<file path="src/rtl/key_press_detector_pkg.sv">
// Shared definitions for the push-button front end: FSM state codes and ms-to-cycles conversion.
package key_press_detector_pkg;

    localparam logic [1:0] IDLE       = 2'd0;
    localparam logic [1:0] DB_PRESS   = 2'd1;
    localparam logic [1:0] HELD       = 2'd2;
    localparam logic [1:0] DB_RELEASE = 2'd3;

    function automatic int unsigned ms_to_cycles(input int unsigned clk_freq,
                                                 input int unsigned ms);
        return clk_freq / 1000 * ms;
    endfunction

endpackage

</file>
<file path="src/rtl/key_press_detector_sync_2ff.sv">
// Two-flop synchroniser for asynchronous switch/button pins; both flops reset to RST_VAL.
module sync_2ff #(
    parameter logic RST_VAL = 1'b0
) (
    input  logic sys_clk,
    input  logic sys_rst_n,
    input  logic d,
    output logic q
);

    logic meta;

    always_ff @(posedge sys_clk or negedge sys_rst_n) begin
        if (!sys_rst_n) begin
            meta <= RST_VAL;
            q    <= RST_VAL;
        end else begin
            meta <= d;
            q    <= meta;
        end
    end

endmodule

</file>
<file path="src/rtl/key_press_detector.sv">
// Debounced push-button: clean level plus press, release, short-press and long-press pulses.
module key_press_detector
    import key_press_detector_pkg::*;
#(
    parameter int unsigned CLK_FREQ    = 50_000_000,
    parameter int unsigned DEBOUNCE_MS = 20,
    parameter int unsigned LONG_MS     = 1000,
    parameter bit          ACTIVE_LOW  = 1'b1
) (
    input  logic sys_clk,
    input  logic sys_rst_n,
    input  logic key_in,
    output logic key_value,
    output logic press_pulse,
    output logic release_pulse,
    output logic short_pulse,
    output logic long_pulse
);

    localparam int unsigned DB_CYC   = ms_to_cycles(CLK_FREQ, DEBOUNCE_MS);
    localparam int unsigned LONG_CYC = ms_to_cycles(CLK_FREQ, LONG_MS);
    localparam int unsigned DB_W     = $clog2(DB_CYC) + 1;
    localparam int unsigned LONG_W   = $clog2(LONG_CYC) + 1;
    localparam bit          DB_ONE   = (DB_CYC == 1);

    // The edge that enters a debounce state already counts as the first stable cycle,
    // so acceptance happens when the count about to be written reaches DB_CYC-1.
    localparam logic [DB_W-1:0]   DB_LAST   = (DB_CYC >= 2) ? DB_W'(DB_CYC - 2) : '0;
    localparam logic [LONG_W-1:0] LONG_LAST = LONG_W'(LONG_CYC - 1);

    if (DB_CYC < 1 || LONG_CYC <= DB_CYC) begin : g_param_check
        $error("key_press_detector: need DB_CYC >= 1 and LONG_CYC > DB_CYC");
    end

    logic              key_sync;
    logic              key_act;
    logic [1:0]        state;
    logic [DB_W-1:0]   db_cnt;
    logic [LONG_W-1:0] hold_cnt;
    logic [LONG_W-1:0] hold_next;
    logic              long_done;
    logic              long_hit;

    sync_2ff #(
        .RST_VAL (ACTIVE_LOW)
    ) u_sync (
        .sys_clk   (sys_clk),
        .sys_rst_n (sys_rst_n),
        .d         (key_in),
        .q         (key_sync)
    );

    assign key_act = key_sync ^ ACTIVE_LOW;

    always_comb begin
        hold_next = (hold_cnt == LONG_LAST) ? hold_cnt : hold_cnt + 1'b1;
        long_hit  = (hold_next == LONG_LAST) && !long_done;
    end

    always_ff @(posedge sys_clk or negedge sys_rst_n) begin
        if (!sys_rst_n) begin
            state         <= IDLE;
            db_cnt        <= '0;
            hold_cnt      <= '0;
            long_done     <= 1'b0;
            key_value     <= 1'b0;
            press_pulse   <= 1'b0;
            release_pulse <= 1'b0;
            short_pulse   <= 1'b0;
            long_pulse    <= 1'b0;
        end else begin
            press_pulse   <= 1'b0;
            release_pulse <= 1'b0;
            short_pulse   <= 1'b0;
            long_pulse    <= 1'b0;
            case (state)
                IDLE: begin
                    if (key_act) begin
                        db_cnt <= '0;
                        if (DB_ONE) begin
                            state       <= HELD;
                            key_value   <= 1'b1;
                            press_pulse <= 1'b1;
                            hold_cnt    <= '0;
                            long_done   <= 1'b0;
                        end else begin
                            state <= DB_PRESS;
                        end
                    end
                end
                DB_PRESS: begin
                    if (!key_act) begin
                        state <= IDLE;
                    end else if (db_cnt == DB_LAST) begin
                        state       <= HELD;
                        key_value   <= 1'b1;
                        press_pulse <= 1'b1;
                        hold_cnt    <= '0;
                        long_done   <= 1'b0;
                    end else begin
                        db_cnt <= db_cnt + 1'b1;
                    end
                end
                HELD, DB_RELEASE: begin
                    hold_cnt <= hold_next;
                    if (long_hit) begin
                        long_pulse <= 1'b1;
                        long_done  <= 1'b1;
                    end
                    // A bounce back to pressed during release debounce simply resumes HELD.
                    if (key_act) begin
                        state <= HELD;
                    end else if (DB_ONE || (state == DB_RELEASE && db_cnt == DB_LAST)) begin
                        state         <= IDLE;
                        key_value     <= 1'b0;
                        release_pulse <= 1'b1;
                        short_pulse   <= !(long_done || long_hit);
                    end else if (state == HELD) begin
                        state  <= DB_RELEASE;
                        db_cnt <= '0;
                    end else begin
                        db_cnt <= db_cnt + 1'b1;
                    end
                end
                default: state <= IDLE;
            endcase
        end
    end

endmodule

</file>
<file path="config.mk">
export PLATFORM = sky130hd
export DESIGN_NAME = key_press_detector
export DESIGN_NICKNAME = d
export VERILOG_FILES = /design/src/rtl/key_press_detector_pkg.sv /design/src/rtl/key_press_detector_sync_2ff.sv /design/src/rtl/key_press_detector.sv
export SDC_FILE = /design/constraint.sdc
export NUM_CORES = 1
export LEC_CHECK = 0
export ABC_AREA = 1
export ABC_CLOCK_PERIOD_IN_PS = 2200
export BUFFER_PORTS_ARGS = -buffer_cell sky130_fd_sc_hd__buf_4
export CAP_MARGIN = 0
export CORE_ASPECT_RATIO = 1.1
export CORE_UTILIZATION = 60
export DETAILED_ROUTE_END_ITERATION = 7
export PLACE_DENSITY = 0.89
export SLEW_MARGIN = 30
export SYNTH_ARGS = -nofsm -noshare
export SYNTH_HDL_FRONTEND = slang
export SYNTH_SLANG_ARGS = --single-unit
export TNS_END_PERCENT = 20
</file>
<file path="constraint.sdc">
create_clock -name sys_clk -period 2.2 [get_ports sys_clk]
set_clock_uncertainty 0.2 [all_clocks]
set_input_delay 0 -clock sys_clk [delete_from_list [all_inputs] [get_ports sys_clk]]
set_output_delay 0 -clock sys_clk [all_outputs]
set_load 0.02 [all_outputs]
</file>
# ---- Word level (Yosys, flattened, before mapping)
# Index checks and enable logic that the tools add are counted.
# W data, S select, Z words.
dict set report word_totals {
  regBits 58
  in_bits 3
  output_inout_bits 5
}
dict set report op_classes {
  add_sub_neg 2
  eq_ne 16
  muxes 38
  reduce_logical 13
}
# cell n
set ops {}
lappend ops {{$mux W21} 6}
lappend ops {{$mux W27} 3}
lappend ops {{$pmux W21 S3} 1}
lappend ops {{$eq A27 B26 Y1 const B} 2}
lappend ops {{$pmux W27 S2} 1}
lappend ops {{$add A27 B1 Y27 const B} 1}
lappend ops {{$add A21 B1 Y21 const B} 1}
lappend ops {{$eq A21 B20 Y1 const B} 1}
lappend ops {{$mux W1} 18}
lappend ops {{$ne A2 B2 Y1 const B} 7}
lappend ops {{$mux W2} 6}
lappend ops {{$reduce_and A5 Y1} 2}
lappend ops {{$pmux W2 S3} 1}
lappend ops {{$reduce_and A3 Y1} 2}
lappend ops {{$eq A2 B2 Y1 const B} 2}
lappend ops {{$ne A4 B4 Y1 const B} 1}
lappend ops {{$pmux W1 S2} 2}
lappend ops {{$reduce_and A4 Y1} 1}
lappend ops {{$ne A3 B2 Y1 const B} 1}
lappend ops {{$eq A2 B1 Y1 const B} 1}
lappend ops {{$logic_and A1 B1 Y1} 2}
lappend ops {{$logic_not A1 Y1} 2}
lappend ops {{$logic_not A2 Y1} 1}
lappend ops {{$ne A2 B1 Y1 const B} 1}
lappend ops {{other kinds (3)} 3}

# ---- Logic depth before layout (Yosys ltp)
# Gate-level depths: netlist of the first run.
dict set report logic_depth {
  word_depth 9
  mapped_depth 14
  depth_no_buf 14
}

# ---- Hierarchy
# Synthesis of the first run repeated with hierarchy kept, for this count alone.
dict set report unflattened {
  cells_unflattened 576
  hier_area_um2 3796.1
}
# module instances cells_per_inst area_each_um2
set modules_own_cells {}
lappend modules_own_cells {key_press_detector 1 574 3743.6}
lappend modules_own_cells {sync_2ff 1 2 52.6}

# ---- Worst setup path after synthesis of the first run
# No wires, ideal clock.
dict set report synth_timing {
  path_kind {register to register}
  from {reg hold_cnt[0]}
  to {reg long_pulse}
  setup_ns 0.069
  arrival_ns 1.726
  setup_slack_ns 0.205
  stages_incl_launch_ff 14
  path_buffers 0
  synth_period_minus_slack_ns 1.995
  cell_sequence {dfrtp_1 ha_1 nand3_2 nor2_2 nand2_2 nor2_4 nand2_2 nand2_1 nand2_1 nor2_1 nand3_1 nor2_2 nand3_2 nor2_2}
}
dict set report synth_between {
  elab_chain_len 6
}
# element line_no
set synth_lines {}
lappend synth_lines {{start, declared} key_press_detector.sv:39} ;# logic [LONG_W-1:0] hold_cnt;
lappend synth_lines {{start signal, assigned} key_press_detector.sv:105} ;# hold_cnt <= hold_next;
lappend synth_lines {{$add A27 B1 Y27 / $eq A27 B26 Y1 (equally long branches)} key_press_detector.sv:56} ;# hold_next = (hold_cnt == LONG_LAST) ? hold_cnt : hold_cnt + 1'b1;
lappend synth_lines {{$mux W27 *} key_press_detector.sv:56}
lappend synth_lines {{$eq A27 B26 Y1 *} key_press_detector.sv:57} ;# long_hit = (hold_next == LONG_LAST) && !long_done;
lappend synth_lines {{$logic_and A1 B1 Y1 *} key_press_detector.sv:57}
lappend synth_lines {{$mux W1 *} key_press_detector.sv:106} ;# if (long_hit) begin
lappend synth_lines {{$mux W1 *} key_press_detector.sv:76} ;# case (state)
lappend synth_lines {{end signal, assigned} key_press_detector.sv:70} ;# long_pulse <= 1'b0;
lappend synth_lines {{end signal, assigned} key_press_detector.sv:75} ;# long_pulse <= 1'b0;
lappend synth_lines {{end signal, assigned} key_press_detector.sv:107} ;# long_pulse <= 1'b1;
lappend synth_lines {{end, declared} key_press_detector.sv:17} ;# output logic long_pulse
# Mark *: on every way between the ends. The rest lies on a longest branch, timed or not.
# A chain may end at the register's enable or synchronous reset.

# ---- Final worst setup path of the first run
dict set report layout_timing {
  from {reg hold_cnt[1]}
  to {reg long_pulse}
}
# Same word-level chain as after synthesis.

==> key figures, run 1 <==
Worst setup path
  • Cell mode on critical path: nor2_2
  • Critical Setup Path Class: reg2reg
  • CP max-delay cell: dfrtp_1
  • CP required: 2.28 ns
  • Buffers and inverters on the worst path: 0
  • Crit path DAT: 2.41 ns
  • CP startpoint kind: register
  • Slowest stage delay, CP: 0.44 ns
  • CP Max Fanout: 4
  • Worst-path cell chain: ha_4 > nand3_4 > nor2_4 > nand2_2 > nor2_4 > nand2_4 > nand2_1 > nand2_1 > nor2_2 > nand3_1 > nor2_2 > nand3_2 > nor2_2
  • Cell family with most CP delay: simple AND/OR/NAND/NOR gates
  • Crit path capture type: register

Finish
  • Share of layout cells above drive strength 1: approximately 17%
  • Nets@finish: around 570
  • Post-route design area: ~4300 µm²
  • Area grow syn2layout: 17.98%
  • ANT cells: 0

Synth
  • Top cells by area, synth: dfrtp_1 38%, nand2_1 15%, nor2_1 7.2%
  • Top cell type's share of synthesized area: between 30% and 40%
  • Synth Net Count: 530
  • Cell Area, Synth: around 3700 µm²
  • Synth cell types: 34
  • Syn_area_per_cell: roughly 7 µm²
  • Main combinational cell family by area after synthesis: simple AND/OR/NAND/NOR gates
  • Post-synthesis compound-gate area fraction: 9.760%
  • Mux cell area share after synthesis: 0.2740%
  • Yosys reg bits: 58
  • Post-synthesis sequential area ratio: a little under 40%
  • Area share of fa/ha/maj cells after synthesis: under 10%
  • Yosys top cell by area: dfrtp_1
  • Warnings from Yosys: 0
  • Synth Area in Simple Gates: a little over a third
  • Xor/xnor share of the synthesized area: ~4.3%
  • Gate Count Post-Synth: about 520

Place
  • RD Place Congestion: 1.004
  • Area after DPL: just under 4000 µm²
  • Port bufs: 7
  • DP HPWL: approximately 7 mm

Routing
  • DR iter-0 viols: 469
  • Via count: 3827
  • Vias per std cell: about 5.9
  • Drt total wl: between 10 and 15 mm
  • DR WL/cell: roughly 17 µm
  • Initial DRT Pass Iterations: 5
  • DRC Markers: 0
  • Routed Antenna Nets: 0

Die
  • I/O pin cnt: 8
  • Die Span X: about 76 µm
  • Starting Density: 62.93%
  • Die H: around 84 µm
  • Core Footprint: slightly below 6000 µm²
  • Die area: between 6000 and 7000 µm²
  • FP Rows: 29

CTS
  • Clock H-tree levels: 3
  • CTS tree: done
  • Total CTS buffers: 9
  • Worst skew pair latency: roughly 0.35 ns
  • Worst-case clock buffer depth: 2
  • Clock slew at reported path FFs: approximately 0.07 ns
  • TritonCTS Sinks: 58
  • Root buffer cell: clkbuf_8

STA
  • Unrepaired setup endpoints after global routing: true
  • Worst slew pin tran: between 0.7 and 0.8 ns
  • Max frequency: about 430 MHz
  • Fin. max-slew vios: 0
  • Endpoints failing hold: 0
  • Period utilization: 105.8%
  • Headroom to the max-slew limit: between 50% and 60%
  • # setup viols final: 3
  • Post-layout min period: ~2.3 ns
  • Hold_ws: ~0.057 ns
  • Final worst-path setup slack: -0.1275 ns

Pwr
  • Cell leakage power: 1.890 nW
  • Max VDD drop: about 0.00046 V
  • PwrDens: ~520 nW/µm²

Global routing
  • Pin count of the biggest net entering global routing: 59
  • Total Routing Usage GR: around a third
  • Initial antenna violation count: 0
  • First-pass GRT wire length: between 15 and 20 mm
  • Vias in the first global route: roughly 3500
  • GRT overflow: 0

Job
  • Max-cap violations: 0

Hold path
  • Worst hold path class: in2async

Outcome
  • Failing checks: negative setup slack
  • Outcome: complete, but fails checks
-- metrics by stage --
| stage | utilization (%) | setup slack [ns] | total power, mW | setup TNS, ns | std cells |
|---|---|---|---|---|---|
| finish | 74.25 | -0.1275 | 2.225 | -0.2829 | 649 |
| global route | 74.25 | -0.1930 | 2.278 | -0.5710 | 649 |
| CTS | 71.34 | 0.003024 | 2.213 | 0 | 635 |
| detailed placement | 66.81 | -0.03556 | 1.182 | -0.03556 | 616 |
| global placement | 66.81 | 0.03185 | 1.178 | 0 | 616 |
| floorplan | - | 0.2050 | 1.141 | 0 | 524 |
-- state kept, by name, summed over array words and instances (netlist names) --
signal / count
hold_cnt: 27
db_cnt: 21
state: 2
key_value: 1
long_done: 1
long_pulse: 1
press_pulse: 1
release_pulse: 1
short_pulse: 1
u_sync.meta: 1
u_sync.q: 1
-- routing by layer --
metal	GRT usage, %	wire [µm]	up-vias
met5	0	0	-
met4	14.86	532	0
met3	6.448	1015	64
met2	50.29	5111	223
met1	44.77	4444	1754
li1	-	-	1786
-- where the power goes --
| group | internal [mW] | switching [mW] | total, mW |
|---|---|---|---|
| Sequential | 1.08 | 0.0118 | 1.09 |
| Combinational | 0.0210 | 0.0608 | 0.0817 |
| Clock | 0.615 | 0.438 | 1.05 |
| Total | 1.71 | 0.511 | 2.22 |
-- final timing paths --
check	end	depth (start not counted)	start	slack (ns)
max in group asynchronous	short_pulse	2	sys_rst_n	1.25
min in group sys_clk	u_sync.meta	2	key_in	0.11
min	db_cnt[11]	2	sys_rst_n	0.06
max reg2reg	long_pulse	13	hold_cnt[1]	-0.13
max	long_pulse	13	hold_cnt[1]	-0.13
min reg2reg	u_sync.q	0	u_sync.meta	0.16
-- layout by cell type, fill, tap and decap left out, types with 2 or more instances in the layout --
| master | count |
|---|---|
| dfrtp_1 | 56 |
| a21oi_1 | 9 |
| o22ai_1 | 20 |
| dlygate4sd3_1 | 2 |
| clkbuf_1 | 2 |
| nor4_1 | 2 |
| nand2_2 | 7 |
| nand3_1 | 31 |
| nand3_2 | 3 |
| nand3b_1 | 2 |
| o21ai_1 | 3 |
| inv_2 | 3 |
| ha_1 | 2 |
| nor2_4 | 7 |
| nor2_1 | 59 |
| nand4_1 | 8 |
| clkbuf_8 | 12 |
| buf_4 | 36 |
| nand2_1 | 140 |
| nor3_2 | 2 |
| o21ai_0 | 27 |
| xor2_1 | 16 |
| a31oi_1 | 2 |
| dfstp_2 | 2 |
| nor2_2 | 14 |
| inv_1 | 66 |
| nor3_1 | 24 |
-- kinds of logic (layout without fill, tap and decap cells) --
kind of cell             count (synthesis)  after routing
multiplexers                             1              1
flip-flops                              58             58
buffers and inverters                   77            125
adder cells (fa/ha/maj)                  3              3
AO/OA/AOI/OAI                           64             64
AND/OR/NAND/NOR                        303            303
XOR/XNOR                                18             18
-- synth_stat cells (all sizes together) --
| cell type | n |
|---|---|
| a21oi | 9 |
| a31oi | 2 |
| and2 | 1 |
| buf | 4 |
| clkbuf | 3 |
| clkinv | 1 |
| dfrtp | 56 |
| dfstp | 2 |
| ha | 3 |
| inv | 69 |
| mux2i | 1 |
| nand2 | 148 |
| nand3 | 35 |
| nand3b | 3 |
| nand4 | 8 |
| nor2 | 80 |
| nor3 | 26 |
| nor4 | 2 |
| o21a | 1 |
| o21ai | 31 |
| o22ai | 20 |
| o31ai | 1 |
| xnor2 | 1 |
| xor2 | 17 |
-- area by class of cell --
class	instances	area [µm²]
fillers	431	1495
well taps	77	96.34
clock buffers	14	172.7
inverters	70	262.8
multi-input cells	389	1988
flip-flops and latches	58	1454
clock inverters	2	35.03
repair buffers	39	301.5
-- worst register-to-register path: cells and delay by family, from the launching register on --
kind / cells / cell delay, ns
adders and majority gates: 1 / 0.22
and+or+nand+nor: 12 / 1.38
DFF: 1 / 0.44
-- repair_timing --
action / 4_1_cts / 5_1_grt
hold buffers: 2 / 0
hold endpoints to repair: 59 / 0
buffers inserted: 1 / 14
pin swaps: 0 / 15
endpoints found under the setup margin: 3 / 4
gates resized for setup: 5 / 21
Power figures use the tool's default switching activity.
==> run 2, diff against run 1 <==
Settings changed: ABC_CLOCK_PERIOD_IN_PS 2200 to 2680.
Clock period 2.2 ns to 2.68 ns, I/O delays scaled along.
==> key figures, run 2 (synthesis gave the netlist of run 1 again) <==
Outcome
  • Outcome: complete, no violations

CTS
  • CTS Hold Bufs: 2
  • Root buffer cell: clkbuf_8
  • Worst-case clock buffer depth: 2
  • TritonCTS Sinks: 58
  • Worst skew pair latency: roughly 0.34 ns
  • Total CTS buffers: 9
  • Clock slew at reported path FFs: 0.07 ns
  • CTS resizes: 0
  • CTS tree: done
  • Post-CTS Setup Bufs: 0
  • Clock H-tree levels: 3

Routing
  • Metal3 WL: 640 µm
  • DR WL met2: roughly 4.5 mm
  • Vias per std cell: between 5 and 6
  • Top routing layer in use: met4
  • Drt total wl: about 9.5 mm
  • DR WL/cell: 15.17 µm
  • Via count: approximately 3600
  • DRC Markers: 0
  • Routed Antenna Nets: 0
  • M1 wire length: between 4 and 5 mm
  • Initial DRT Pass Iterations: 6
  • DR iter-0 viols: 226

Place
  • Area after DPL: 3811 µm²
  • RD Place Congestion: ~0.97
  • Port bufs: 7
  • DP HPWL: around 6.9 mm

Worst setup path
  • CP Max Fanout: 8
  • R2R cell count: 11
  • Critical Setup Path Class: reg2reg
  • CP required: 2.76 ns
  • Reg2reg start: hold_cnt[0]
  • R2r setup slk: between 0.1 and 0.15 ns
  • RR Endpoint: long_pulse
  • CP startpoint kind: register
  • Crit path capture type: register
  • Crit path DAT: around 2.6 ns

Finish
  • Max FFs per register: 27
  • Area grow syn2layout: 10.17%
  • Most common cell after layout, fill and taps aside: nand2_1
  • ANT cells: 0
  • Most frequent cells in the layout: 145 x nand2_1, 70 x nor2_1, 66 x inv_1
  • Share of layout cells above drive strength 1: around a tenth
  • Biggest regs: hold_cnt (27), db_cnt (21), state (2)
  • Nets@finish: 548
  • Post-route design area: between 4000 and 5000 µm²
  • Biggest register: hold_cnt

Die
  • I/O pin cnt: 8
  • Starting Density: between 60% and 70%
  • Die H: around 84 µm
  • FP Rows: 29
  • Die Span X: between 70 and 80 µm
  • Core Footprint: a little under 6000 µm²
  • Die area: around 6400 µm²

STA
  • # setup viols final: 0
  • Total negative slack: 0 ns
  • Period utilization: between 90 and 100%
  • Hold_ws: roughly 0.070 ns
  • Headroom to the max-slew limit: 49.64%
  • Endpoints failing hold: 0
  • Post-layout min period: about 2.5 ns
  • Unrepaired setup endpoints after global routing: false
  • Max frequency: a little under 400 MHz
  • Worst slew pin tran: 0.7554 ns
  • Fin. max-slew vios: 0

Pwr
  • Cell leakage power: between 1.5 and 2 nW
  • Max VDD drop: about 0.00055 V
  • PwrDens: about 440 nW/µm²
  • PnR Total Power: around 1.8 mW

Job
  • Max-cap violations: 0

Global routing
  • Initial antenna violation count: 0
  • First-pass GRT wire length: about 16 mm
  • Vias in the first global route: roughly 3500
  • Pin count of the biggest net entering global routing: between 50 and 60
  • GRT overflow: 0
  • Total Routing Usage GR: between 30% and 40%

Hold path
  • Worst hold path class: in2async
run 2: how the worst max path moves through the flow:
stage                start         end  slack (ns)  depth (start not counted)
2_1_floorplan  hold_cnt[0]  long_pulse        0.68                         13
3_3_place_gp   hold_cnt[0]  long_pulse        0.23                         11
3_5_place_dp   hold_cnt[0]  long_pulse        0.23                         13
4_1_cts        hold_cnt[0]  long_pulse        0.20                         11
5_1_grt        hold_cnt[0]  long_pulse       0.002                         13
6_report       hold_cnt[0]  long_pulse        0.15                         11
run 2: per-stage QoR:
| step | utilization (%) | std cells | worst slack (ns) |
|---|---|---|---|
| floorplan | - | 524 | 0.6850 |
| global placement | 65.52 | 606 | 0.2285 |
| detailed placement | 65.65 | 606 | 0.2350 |
| CTS | 69.33 | 624 | 0.1997 |
| global route | 69.33 | 624 | 0.002314 |
| finish | 69.33 | 624 | 0.1471 |
run 2: routing by layer:
metal / track usage [%] / up-vias
met4: 16.26 / 0
met3: 4.590 / 28
met2: 51.27 / 146
met5: 0 / -
met1: 41.76 / 1687
li1: - / 1730
run 2: area by class of cell:
cell class / instances / area (µm²)
Multi-Input combinational cell: 389 / 1908
Fill cell: 508 / 1780
Sequential cell: 58 / 1454
Inverter: 70 / 262.8
Clock buffer: 9 / 123.9
Timing Repair Buffer: 14 / 110.1
Tap cell: 77 / 96.34
Clock inverter: 7 / 70.07
run 2: critical path: stages (launching register included):
cell	delay [ns]
dfrtp_1	0.54
ha_1	0.29
nand2_1	0.15
nor2_4	0.20
nand3b_2	0.14
xor2_1	0.22
nand2_1	0.08
nor2_1	0.13
nand3_1	0.14
nor2_2	0.19
nand3_2	0.11
nor2_2	0.08
run 2: where the power goes:
| group | switching, mW | internal (mW) | total (mW) |
|---|---|---|---|
| Sequential | 0.00926 | 0.884 | 0.894 |
| Clock | 0.379 | 0.425 | 0.804 |
| Combinational | 0.0465 | 0.0157 | 0.0622 |
| Total | 0.435 | 1.32 | 1.76 |
==> run 3, diff against run 2 <==
Settings changed: PLACE_DENSITY 0.89 to 0.77.
==> key figures, run 3 (synthesis gave the netlist of run 1 again) <==
Outcome
  • Outcome: complete, no violations

CTS
  • Total CTS buffers: 9
  • Post-CTS Setup Bufs: 0
  • CTS resizes: 0
  • Worst skew pair latency: roughly 0.34 ns
  • CTS tree: done
  • Worst-case clock buffer depth: 2
  • Root buffer cell: clkbuf_8
  • CTS Hold Bufs: 2
  • TritonCTS Sinks: 58
  • Clock slew at reported path FFs: approximately 0.070 ns
  • Clock H-tree levels: 3

Worst setup path
  • CP max-delay cell: dfrtp_1
  • R2R cell count: 13
  • CP startpoint kind: register
  • Crit path DAT: 2.44 ns
  • Cell family with most CP delay: simple AND/OR/NAND/NOR gates
  • Critical Path Source: hold_cnt[0]
  • CP Max Fanout: 8
  • Buffers and inverters on the worst path: 1
  • Slowest stage delay, CP: 0.47 ns
  • Crit path capture type: register
  • Reg2reg start: hold_cnt[0]
  • End of the critical path: long_pulse
  • Critical Setup Path Class: reg2reg
  • R2r setup slk: approximately 0.31 ns
  • Worst-path cell chain: ha_1 > nand2_1 > nor2_4 > nand3_1 > nor2_1 > nand2_1 > o21ai_0 > nand2_1 > inv_1 > nand3_1 > nor2_2 > nand3_2 > nor2_2
  • RR Endpoint: long_pulse
  • CP required: 2.75 ns
  • Cell mode on critical path: nand2_1
  • Critical Path Stages: 13

Global routing
  • Met2 usage: 58.07%
  • Initial antenna violation count: 0
  • GRT overflow: 0
  • Top Usage Layer GRT: met2
  • Met1 Use GR: a little over a third
  • Met3 GRT Util: 6.011%
  • Pin count of the biggest net entering global routing: around 60
  • Total Routing Usage GR: about 33%
  • Vias in the first global route: 3542
  • First-pass GRT wire length: 16.17 mm

Die
  • Die Span X: between 70 and 80 µm
  • Die area: between 6000 and 7000 µm²
  • Die H: 83.84 µm
  • FP Rows: 29
  • Starting Density: 62.93%
  • I/O pin cnt: 8
  • Core Footprint: approximately 5800 µm²

Finish
  • Most common cell after layout, fill and taps aside: nand2_1
  • Most frequent cells in the layout: 145 x nand2_1, 70 x nor2_1, 66 x inv_1
  • Post-route design area: ~4000 µm²
  • Share of layout cells above drive strength 1: about a tenth
  • Area grow syn2layout: 10.45%
  • ANT cells: 0
  • Biggest regs: hold_cnt (27), db_cnt (21), state (2)
  • Fill cells: 486
  • Biggest register: hold_cnt
  • Max FFs per register: 27
  • Multi-input gate area: about 1900 µm²
  • Nets@finish: between 500 and 600
  • FF+latch area: 1454 µm²

Routing
  • DR iter-0 viols: ~230
  • Drt total wl: roughly 9.7 mm
  • DRC Markers: 0
  • Via count: ~3500
  • Initial DRT Pass Iterations: 4
  • Routed Antenna Nets: 0
  • Vias per std cell: approximately 5.6
  • DR WL/cell: 15.60 µm

Pwr
  • Internal: between 1 and 1.5 mW
  • Switching fraction of total power: 21.81%
  • Max VDD drop: 0.0004245 V
  • Net switching power figure: just over 0.4 mW
  • PnR Total Power: about 1.8 mW
  • Power share of the clock group: 48.3%
  • Logic pwr share: under 10%
  • Cell leakage power: 1.742 nW
  • PwrDens: approximately 460 nW/µm²
  • Sequential share of power: roughly half

STA
  • Post-layout min period: ~2.4 ns
  • Final worst-path setup slack: between 0.3 and 0.4 ns
  • Headroom to the max-slew limit: approximately 50%
  • Fin. max-slew vios: 0
  • Hold_ws: slightly below 0.06 ns
  • Total negative slack: 0 ns
  • Period utilization: a little under 90%
  • Max frequency: between 400 and 500 MHz
  • Unrepaired setup endpoints after global routing: false
  • # setup viols final: 0
  • Worst slew pin tran: roughly 0.74 ns
  • Endpoints failing hold: 0

Place
  • Port bufs: 7
  • DP HPWL: 7.278 mm
  • RD Place Congestion: 1.063
  • Area after DPL: 3796 µm²
  • Pre-CTS setup slack: approximately 0.36 ns

Job
  • Max-cap violations: 0

Hold path
  • Worst hold path class: in2async
-- run 3: how the worst min path moves through the flow --
stage	endpoint	start	cells past startpoint
global route	u_sync.meta	key_in	2
finish	hold_cnt[14]	sys_rst_n	2
detailed placement	hold_cnt[14]	sys_rst_n	1
CTS	hold_cnt[11]	sys_rst_n	2
global placement	hold_cnt[15]	sys_rst_n	1
floorplan	db_cnt[0]	sys_rst_n	0
-- run 3: stage by stage --
step	instances	utilization [%]
after floorplan	524	-
after global placement	605	65.39
after detailed placement	605	65.39
after CTS	623	69.50
after global routing	623	69.50
final	623	69.50
-- run 3: power groups by stage --
stage	Clock, mW	Sequential (mW)	Combinational [mW]
after floorplan	0	0.907	0.0295
after global placement	0	0.909	0.0599
after detailed placement	0	0.909	0.0630
after CTS	0.910	0.893	0.0652
after global routing	0.946	0.894	0.0727
final	0.892	0.893	0.0638
-- run 3: per-layer routing --
layer	routed length [µm]	up-vias
li1	-	1721
met1	3732	1614
met2	4974	114
met3	423	49
met4	589	0
met5	0	-
-- run 3: cell type report --
cell class / count / area share [%]
multi-input cells: 389 / 47.10
flip-flops and latches: 58 / 36.03
inverters: 70 / 6.512
clock buffers: 11 / 3.504
repair buffers: 13 / 2.543
well taps: 77 / 2.388
clock inverters: 5 / 1.922
